**src/rtl/life_step_ctrl.sv**
```systemverilog
// In-place Game of Life generation engine for a ROWS x COLS row-per-word grid RAM.
// Keeps original prev/cur/nxt rows in registers so overwriting a row never corrupts its neighbours.

module life_cell (
  input  logic [2:0] up,
  input  logic [2:0] mid,
  input  logic [2:0] dn,
  output logic       alive
);
  logic [3:0] n;

  // mid[1] is the cell itself and is excluded from the count
  assign n = 4'(up[0]) + 4'(up[1]) + 4'(up[2]) + 4'(mid[0]) + 4'(mid[2])
           + 4'(dn[0]) + 4'(dn[1]) + 4'(dn[2]);
  assign alive = (n == 4'd3) | (mid[1] & (n == 4'd2));
endmodule

module life_step_ctrl #(
  parameter int COLS = 40,
  parameter int ROWS = 30,
  parameter int AW   = 5
) (
  input  logic            clk,
  input  logic            reset_n,
  input  logic            start,
  output logic            ram_req,
  input  logic            ram_gnt,
  output logic [AW-1:0]   ram_addr,
  output logic            ram_wren,
  output logic [COLS-1:0] ram_wdata,
  input  logic [COLS-1:0] ram_q,
  output logic            busy,
  output logic            done,
  output logic            stable,
  output logic [15:0]     gen_count
);
  typedef enum logic [2:0] {
    S_IDLE, S_REQ, S_RD_FIRST, S_CAP_FIRST, S_RD_NEXT, S_CAP_NEXT, S_WRITE, S_DONE
  } state_t;

  state_t          state, state_nx;
  logic [COLS-1:0] prev, cur, nxt, life_row;
  logic [AW-1:0]   r, rd_addr;
  logic            chg, last_row;

  // zero guard columns make the left/right borders dead
  logic [COLS+1:0] pe, ce, ne;
  assign pe = {1'b0, prev, 1'b0};
  assign ce = {1'b0, cur,  1'b0};
  assign ne = {1'b0, nxt,  1'b0};

  for (genvar i = 0; i < COLS; i++) begin : g_cell
    life_cell u_cell (
      .up   (pe[i+2:i]),
      .mid  (ce[i+2:i]),
      .dn   (ne[i+2:i]),
      .alive(life_row[i])
    );
  end

  assign last_row = (r == AW'(ROWS-1));
  // past the last row the read address is held so no out-of-grid word is fetched
  assign rd_addr  = last_row ? r : r + 1'b1;
  assign busy     = (state != S_IDLE);
  assign ram_req  = busy;

  always_ff @(posedge clk or negedge reset_n) begin
    if (!reset_n) begin
      state     <= S_IDLE;
      prev      <= '0;
      cur       <= '0;
      nxt       <= '0;
      r         <= '0;
      chg       <= 1'b0;
      stable    <= 1'b0;
      gen_count <= '0;
    end else begin
      state <= state_nx;
      case (state)
        S_RD_FIRST: begin
          prev <= '0;
          r    <= '0;
          chg  <= 1'b0;
        end
        S_CAP_FIRST: cur <= ram_q;
        S_CAP_NEXT:  nxt <= last_row ? '0 : ram_q;
        S_WRITE: begin
          prev <= cur;
          cur  <= nxt;
          chg  <= chg | (life_row != cur);
          if (!last_row) r <= r + 1'b1;
        end
        S_DONE: begin
          stable    <= ~chg;
          gen_count <= gen_count + 16'd1;
        end
        default: ;
      endcase
    end
  end

  always_comb begin
    state_nx  = state;
    ram_addr  = '0;
    ram_wren  = 1'b0;
    ram_wdata = '0;
    done      = 1'b0;
    case (state)
      S_IDLE:      if (start) state_nx = S_REQ;
      S_REQ:       if (ram_gnt) state_nx = S_RD_FIRST;
      S_RD_FIRST:  state_nx = S_CAP_FIRST;
      S_CAP_FIRST: state_nx = S_RD_NEXT;
      S_RD_NEXT: begin
        ram_addr = rd_addr;
        state_nx = S_CAP_NEXT;
      end
      S_CAP_NEXT: begin
        ram_addr = rd_addr;
        state_nx = S_WRITE;
      end
      S_WRITE: begin
        ram_addr  = r;
        ram_wren  = 1'b1;
        ram_wdata = life_row;
        state_nx  = last_row ? S_DONE : S_RD_NEXT;
      end
      S_DONE: begin
        done     = 1'b1;
        state_nx = S_IDLE;
      end
      default: state_nx = S_IDLE;
    endcase
  end
endmodule

```
**config.mk**
```make
export PLATFORM = sky130hd
export DESIGN_NAME = life_step_ctrl
export DESIGN_NICKNAME = d
export VERILOG_FILES = /design/src/rtl/life_step_ctrl.sv
export SDC_FILE = /design/constraint.sdc
export NUM_CORES = 1
export LEC_CHECK = 0
export ABC_AREA = 0
export CORE_ASPECT_RATIO = 0.6
export CORE_UTILIZATION = 40
export CTS_CLUSTER_SIZE = 24
export DETAILED_ROUTE_END_ITERATION = 8
export MAX_ROUTING_LAYER = met4
export PLACE_DENSITY = 0.56
export SYNTH_ARGS = -nofsm -noshare
export SYNTH_HDL_FRONTEND = slang
export SYNTH_HIERARCHICAL = 1
export SYNTH_SLANG_ARGS = --single-unit
```
**constraint.sdc**
```tcl
create_clock -name clk -period 6 [get_ports clk]
set_input_delay 0.9 -clock clk [delete_from_list [all_inputs] [get_ports clk]]
set_output_delay 0.9 -clock clk [all_outputs]
set_load 0.1 [all_outputs]
```
* Yosys cells after proc, flatten, opt, wreduce, memory -nomap -nowiden
Index checks and enable logic that the tools add are counted.
W data, S select, Z words.
** Cells by class
- Bitwise gates (word level) :: 82
- Equality and inequality tests :: 91
- Add/sub/neg operators :: 275
- Reductions and logical operators :: 6
- Mux-type cells :: 14
** Operator list (count)
- $add A4 B1 Y4 :: 233
- $eq A4 B2 Y1 const B :: 80
- $pmux W40 S2 :: 2
- $mux W40 :: 2
- $add A1 B1 Y2 :: 39
- $or A1 B1 Y1 :: 41
- $and A1 B1 Y1 :: 40
- $ne A40 B40 Y1 :: 1
- $pmux W3 S8 :: 1
- $pmux W5 S2 :: 2
- $add A16 B1 Y16 const B :: 1
- $eq A3 B3 Y1 const B :: 4
- $eq A3 B2 Y1 const B :: 2
- $mux W3 :: 2
- $add A5 B1 Y5 const B :: 1
- $eq A5 B5 Y1 const B :: 1
- $mux W5 :: 1
- $ne A2 B2 Y1 const B :: 2
- $reduce_bool A2 Y1 :: 2
- $add A2 B1 Y3 :: 1
- $eq A3 B1 Y1 const B :: 1
- $logic_not A3 Y1 :: 1
- $reduce_bool A3 Y1 :: 1
- $mux W1 :: 2
- 5 further kinds :: 5
** Word-level totals
- Output and inout bits :: 66
- Bits of input ports :: 44
- Register bits after elaboration :: 146
- Logic and storage cells :: 476

* Depth between registers and ports, before layout
- Word-level depth :: 13
- Gate-level depth with buffers :: 14
- Gate-level depth less buffers :: 14

* By module
The synthesis kept the hierarchy.
** By module, submodules not included
- life_step_ctrl :: cells an instance 688, area each 6956.7 um^2, instances 1, seq. area each 3653.5 um^2
- life_cell (g_cell[16].u_cell ...) :: cells an instance 23, area each 185.2 um^2, instances 21, seq. area each 0.0 um^2
- life_cell (g_cell[0].u_cell ...) :: cells an instance 23, area each 200.2 um^2, instances 19, seq. area each 0.0 um^2

* Worst setup path before layout
OpenSTA, ideal clock, no wires.
- Kind :: reg2out
- From :: register prev[35]
- To :: output port ram_wdata[36]
- Required time :: 5.100 ns
- Setup slack :: 0.861 ns
- Arrival time :: 4.239 ns
- Buffers on the path :: 0
- Cell stages (with the launch flop) :: 12
- Cells stage by stage :: dfrtp_1 > inv_1 > fa_1 > fa_1 > fa_1 > inv_1 > ha_1 > fa_1 > o211a_1 > a211oi_2 > inv_1 > nor2_1
** On the way
- Word-level cells in the longest chain between the ends :: 11
- Elaborated cells between the ends (all ways) :: 12
- Classes of those cells :: 7 x add/sub; 2 x eq/ne; 1 x mux; 2 x bitwise
** Ends and longest elaborated chain
- start: declaration :: RTL line 42 : logic [COLS-1:0] prev, cur, nxt, life_row;
- start signal: assignment :: RTL line 88 : prev <= cur;
- $add A1 B1 Y2 * :: RTL line 13 : assign n = 4'(up[0]) + 4'(up[1]) + 4'(up[2]) + 4'(mid[0]) + 4'(mid[2])
- $add A4 B1 Y4 * (3 in series) :: RTL line 13
- $add A4 B1 Y4 * (3 in series) :: RTL line 14 : + 4'(dn[0]) + 4'(dn[1]) + 4'(dn[2]);
- $eq A4 B2 Y1 :: RTL line 15 : assign alive = (n == 4'd3) | (mid[1] & (n == 4'd2));
- $and A1 B1 Y1 :: RTL line 15
- $or A1 B1 Y1 * :: RTL line 15
- named net life_row[36] :: RTL line 42
- $mux W40 * :: RTL line 108 : case (state)
- end: declaration :: RTL line 30 : output logic [COLS-1:0] ram_wdata,
Mark *: on every way through the listed nets, which the timed path passes. The rest lies on a longest branch.

* Worst setup path in the final report
- From :: register cur[32]
- To :: output port ram_wdata[33]
** On the way
- Word-level cells in the longest chain between the ends :: 9
- Elaborated cells between the ends (all ways) :: 10
- Classes of those cells :: 5 x add/sub; 2 x eq/ne; 1 x mux; 2 x bitwise
** Ends and longest elaborated chain
- start: declaration :: RTL line 42
- start signal: assignment :: RTL line 85 : S_CAP_FIRST: cur <= ram_q;
- start signal: assignment :: RTL line 89 : cur <= nxt;
- $add A4 B1 Y4 * (2 in series) :: RTL line 13
- $add A4 B1 Y4 * (3 in series) :: RTL line 14
- $eq A4 B2 Y1 :: RTL line 15
- $and A1 B1 Y1 :: RTL line 15
- $or A1 B1 Y1 * :: RTL line 15
- named net life_row[33] :: RTL line 42
- $mux W40 * :: RTL line 108
Marked as above.

==> implementation parameters <==
Parameter                              Value

Clock tree
  Clock slew at reported path FFs ... 0.07 ns
  Count of instances resized after the clock tree is built ... 0
  Number of buffers inserted by post-CTS setup repair ... 0
  Number of buffers between clock root and the deepest sink ... 2
  Clock tree sinks ... between 100 and 150
  Clock latency of the later-clocked register in the worst-skew pair ... roughly 0.45 ns
  Number of buffers added by the clock tree synthesis step ... 17
  TritonCTS clock tree ... done
  Clock Root Buffer ... sky130_fd_sc_hd__clkbuf_16
  CTS Hold Bufs ... 0
  Max H-tree Level ... 4

STA
  Slew at the pin closest to its max-slew limit ... 0.996 ns
  Final setup skew ... around 0.0096 ns
  Final setup vio count ... 0
  Period minus WS final ... about 5.3 ns
  Total negative slack for setup checks ... 0 ns
  Slew Limit Fails ... 0
  Maximum achievable frequency ... 0.189 GHz
  Final Hold Vio Count ... 0
  Period Utilization, post-route ... about nine tenths
  Final worst hold slack ... between 0.3 and 0.4 ns
  Relative slew margins ... 33.4%
  Final worst slack ... approximately 0.72 ns
  RSZ-0062 raised after global routing ... no

Routing
  Vias per cell ... 4.97
  Vias after detailed routing ... ~11,000
  Drt first-iter violations ... between 500 and 600
  Drt first pass iters ... 7
  Drc violations ... 0
  Routed wire length ... ~38,000 um
  DR WL/cell ... 17.4 um
  Number of antenna-violating nets in the routed design ... 0

Worst setup path
  Reg-to-reg critical path startpoint ... cur[2]$_DFFE_PN0P_
  CP most frequent cell ... sky130_fd_sc_hd__fa_1
  Critical Path, Cell by Cell ... inv_1 -> fa_1 -> fa_1 -> fa_1 -> inv_1 -> ha_1 -> fa_1 -> o211a_1 -> a211oi_2 -> and3_1 -> buf_4
  Element type at the critical path end ... primary output
  Required time at the worst-slack endpoint ... between 5 and 6 ns
  CP max FO ... 6
  Maximum cell stage delay along the critical path ... roughly 0.51 ns
  Element type at the critical path start ... flop
  Critical-path cell with the highest stage delay ... sky130_fd_sc_hd__fa_1
  First element of the critical path ... cur[32]$_DFFE_PN0P_
  CP Data Arrival Time ... 4.38 ns
  Class of the most critical setup path ... reg2out

Job
  Max-capacitance violation count ... 0

Layout
  Area added between synthesis and finish ... 13.8%
  Fillers ... roughly 3,400
  Inserted Diodes ... 0
  Share of final-layout standard cells stronger than drive strength 1 ... around 6.7%
  Final layout net count ... 2,027
  Post-route cell area ... ~17,000 sq um

Floorplanning
  Starting density of the core ... 41.2%
  Area inside the core boundary ... 35,500 sq um
  Width of the die ... roughly 250 um
  DIE HEIGHT ... about 150 um
  Boundary Pins ... between 100 and 150
  Overall die area ... approximately 37,000 sq um
  Placement Rows ... 53

GRT
  Vias in the first global route ... between 10,000 and 15,000
  Initial antenna violation count ... 0
  Largest net degree at the start of global routing ... 63
  Gr usage total ... 21.8%
  Congestion Overflow GR ... 0
  Global-route wire length before repair ... 60,900 um

Synthesis
  Average size of a mapped cell ... 9.11 sq um
  Share of synthesized registers carrying an async set or reset ... between 90% and 100%
  Seq cells post-synth ... between 100 and 150
  Number of library cell types mapped by synthesis ... 50
  Main flop type after synthesis ... sky130_fd_sc_hd__dfrtp_1
  Post-synth EDFFs ... 0
  Mapped Area ... 14,600 sq um
  Number of standard cells after synthesis ... approximately 1,600
  Number of warnings reported in the yosys synthesis log ... 6
  Share of the yosys chip area belonging to registers ... around a quarter

Placement
  Post-Place Worst Slack ... roughly 1.2 ns
  Quantity of I/O buffers inserted on ports ... roughly 110
  Half-perimeter wire length of the detailed placement result ... approximately 28,000 um
  Placed cell area ... about 16,000 sq um
  Gpl congestion ... 0.819

Min path
  HP Class ... in2async

Outcome
  Result of the run ... complete, no violations
path summary, 6_finish.rpt:
path	endpoint	slack, ns	cells after the start
max in group asynchronous	state[2]$_DFFE_PN0P_	4.32	2
hold / removal	nxt[25]$_DFFE_PN0P_	0.36	1
setup / recovery	ram_wdata[33]	0.72	11
hold reg to reg	gen_count[15]$_DFFE_PN0P_	0.47	1
min in group clk	gen_count[15]$_DFFE_PN0P_	0.47	1
setup reg to reg	chg$_DFFE_PN0P_	1.39	14
cells in the mapped netlist, types with 3 or more instances:
master                     instances  area (sq um)
sky130_fd_sc_hd__clkbuf_1         25          93.8
sky130_fd_sc_hd__a211oi_2         19           238
sky130_fd_sc_hd__nand3_1          36           180
sky130_fd_sc_hd__and3_1           38           238
sky130_fd_sc_hd__buf_2            13          65.1
sky130_fd_sc_hd__or2_1            19           119
sky130_fd_sc_hd__buf_4             6          45.0
sky130_fd_sc_hd__nor4_1            7          43.8
sky130_fd_sc_hd__nand4_1           5          31.3
sky130_fd_sc_hd__o21ai_0          92           460
sky130_fd_sc_hd__a22o_1           42           368
sky130_fd_sc_hd__xnor2_1          27           236
sky130_fd_sc_hd__o21ai_1          30           150
sky130_fd_sc_hd__xor2_1           26           228
sky130_fd_sc_hd__a21o_1            3          22.5
sky130_fd_sc_hd__and2_1            3          18.8
sky130_fd_sc_hd__inv_1           447          1680
sky130_fd_sc_hd__a21oi_1          52           260
sky130_fd_sc_hd__mux2i_1          41           410
sky130_fd_sc_hd__o211a_1          19           190
sky130_fd_sc_hd__buf_6             5          56.3
sky130_fd_sc_hd__nor2_1           10          37.5
sky130_fd_sc_hd__nand2_1         140           526
sky130_fd_sc_hd__ha_1            123          1540
sky130_fd_sc_hd__nand3b_1         20           150
sky130_fd_sc_hd__nand2b_1          4          25.0
sky130_fd_sc_hd__and4_1            4          35.0
sky130_fd_sc_hd__or2_0            21           131
sky130_fd_sc_hd__nor2b_1           3          18.8
sky130_fd_sc_hd__dfrtp_1         146          3650
sky130_fd_sc_hd__fa_1            160          3200
state kept, by name (all words and copies together), names as in the netlist:
name / cells
cur: 40
nxt: 40
prev: 40
gen_count: 16
r: 5
state: 3
chg: 1
stable: 1
cells in the final DEF, fill, tap and decap left out, types with 20 or more instances in the layout:
cell type                         Yosys  layout
sky130_fd_sc_hd__inv_1              447     447
sky130_fd_sc_hd__fa_1               160     160
sky130_fd_sc_hd__dfrtp_1            146     145
sky130_fd_sc_hd__nand2_1            140     138
sky130_fd_sc_hd__ha_1               123     123
sky130_fd_sc_hd__o21ai_0             92      92
sky130_fd_sc_hd__clkdlybuf4s50_1      0      68
sky130_fd_sc_hd__a21oi_1             52      52
sky130_fd_sc_hd__buf_4                6      49
sky130_fd_sc_hd__a22o_1              42      42
sky130_fd_sc_hd__mux2i_1             41      41
sky130_fd_sc_hd__and3_1              38      38
sky130_fd_sc_hd__nand3_1             36      36
sky130_fd_sc_hd__o21ai_1             30      30
sky130_fd_sc_hd__xnor2_1             27      27
sky130_fd_sc_hd__xor2_1              26      26
sky130_fd_sc_hd__or2_0               21      21
sky130_fd_sc_hd__nand3b_1            20      20
kinds of logic (layout without fill, tap and decap cells):
logic type / count (synthesis) / after routing / synth area share, %
fa+ha+maj: 283 / 283 / 32.4
mux: 41 / 41 / 2.80
xor+xnor: 53 / 53 / 3.17
flops: 146 / 146 / 24.9
simple gates: 322 / 322 / 11.5
compound gates: 263 / 263 / 11.9
buf+inv: 499 / 599 / 13.3
other cells: 1 / 6 / 0.0256
worst max-delay path, delay by kind of cell (launching register included):
family	cells	cell delay [ns]
AOI/OAI and AO/OA	2	0.73
adders and majority gates	5	2.04
and+or+nand+nor	1	0.25
DFF	1	0.49
buffers and inverters	3	0.42
per-stage QoR:
step | util [%] | cells
after global routing | 46.9 | 2180
after global placement | 45.2 | 2148
after floorplan | - | 1613
after CTS | 46.9 | 2180
after detailed placement | 45.2 | 2148
final | 46.9 | 2180
layout make-up:
class | count | area (sq um) | share of cell area, %
multi-input combinational | 968 | 9090 | 54.5
inverter | 449 | 1690 | 10.1
tap | 467 | 584 | 3.50
clock inverter | 13 | 160 | 0.961
timing repair buffer | 118 | 1060 | 6.36
clock buffer | 19 | 433 | 2.60
sequential | 146 | 3660 | 21.9
metal layers:
layer  wire [um]  GRT usage, %
met1       19500          31.2
met2       16600          32.6
met3        1370          3.58
met4         493          4.75
met5           0             -
Power is left out: the tool's default activity adds up to more than one toggle a clock period on the data nets, which glitch-free logic cannot reach.
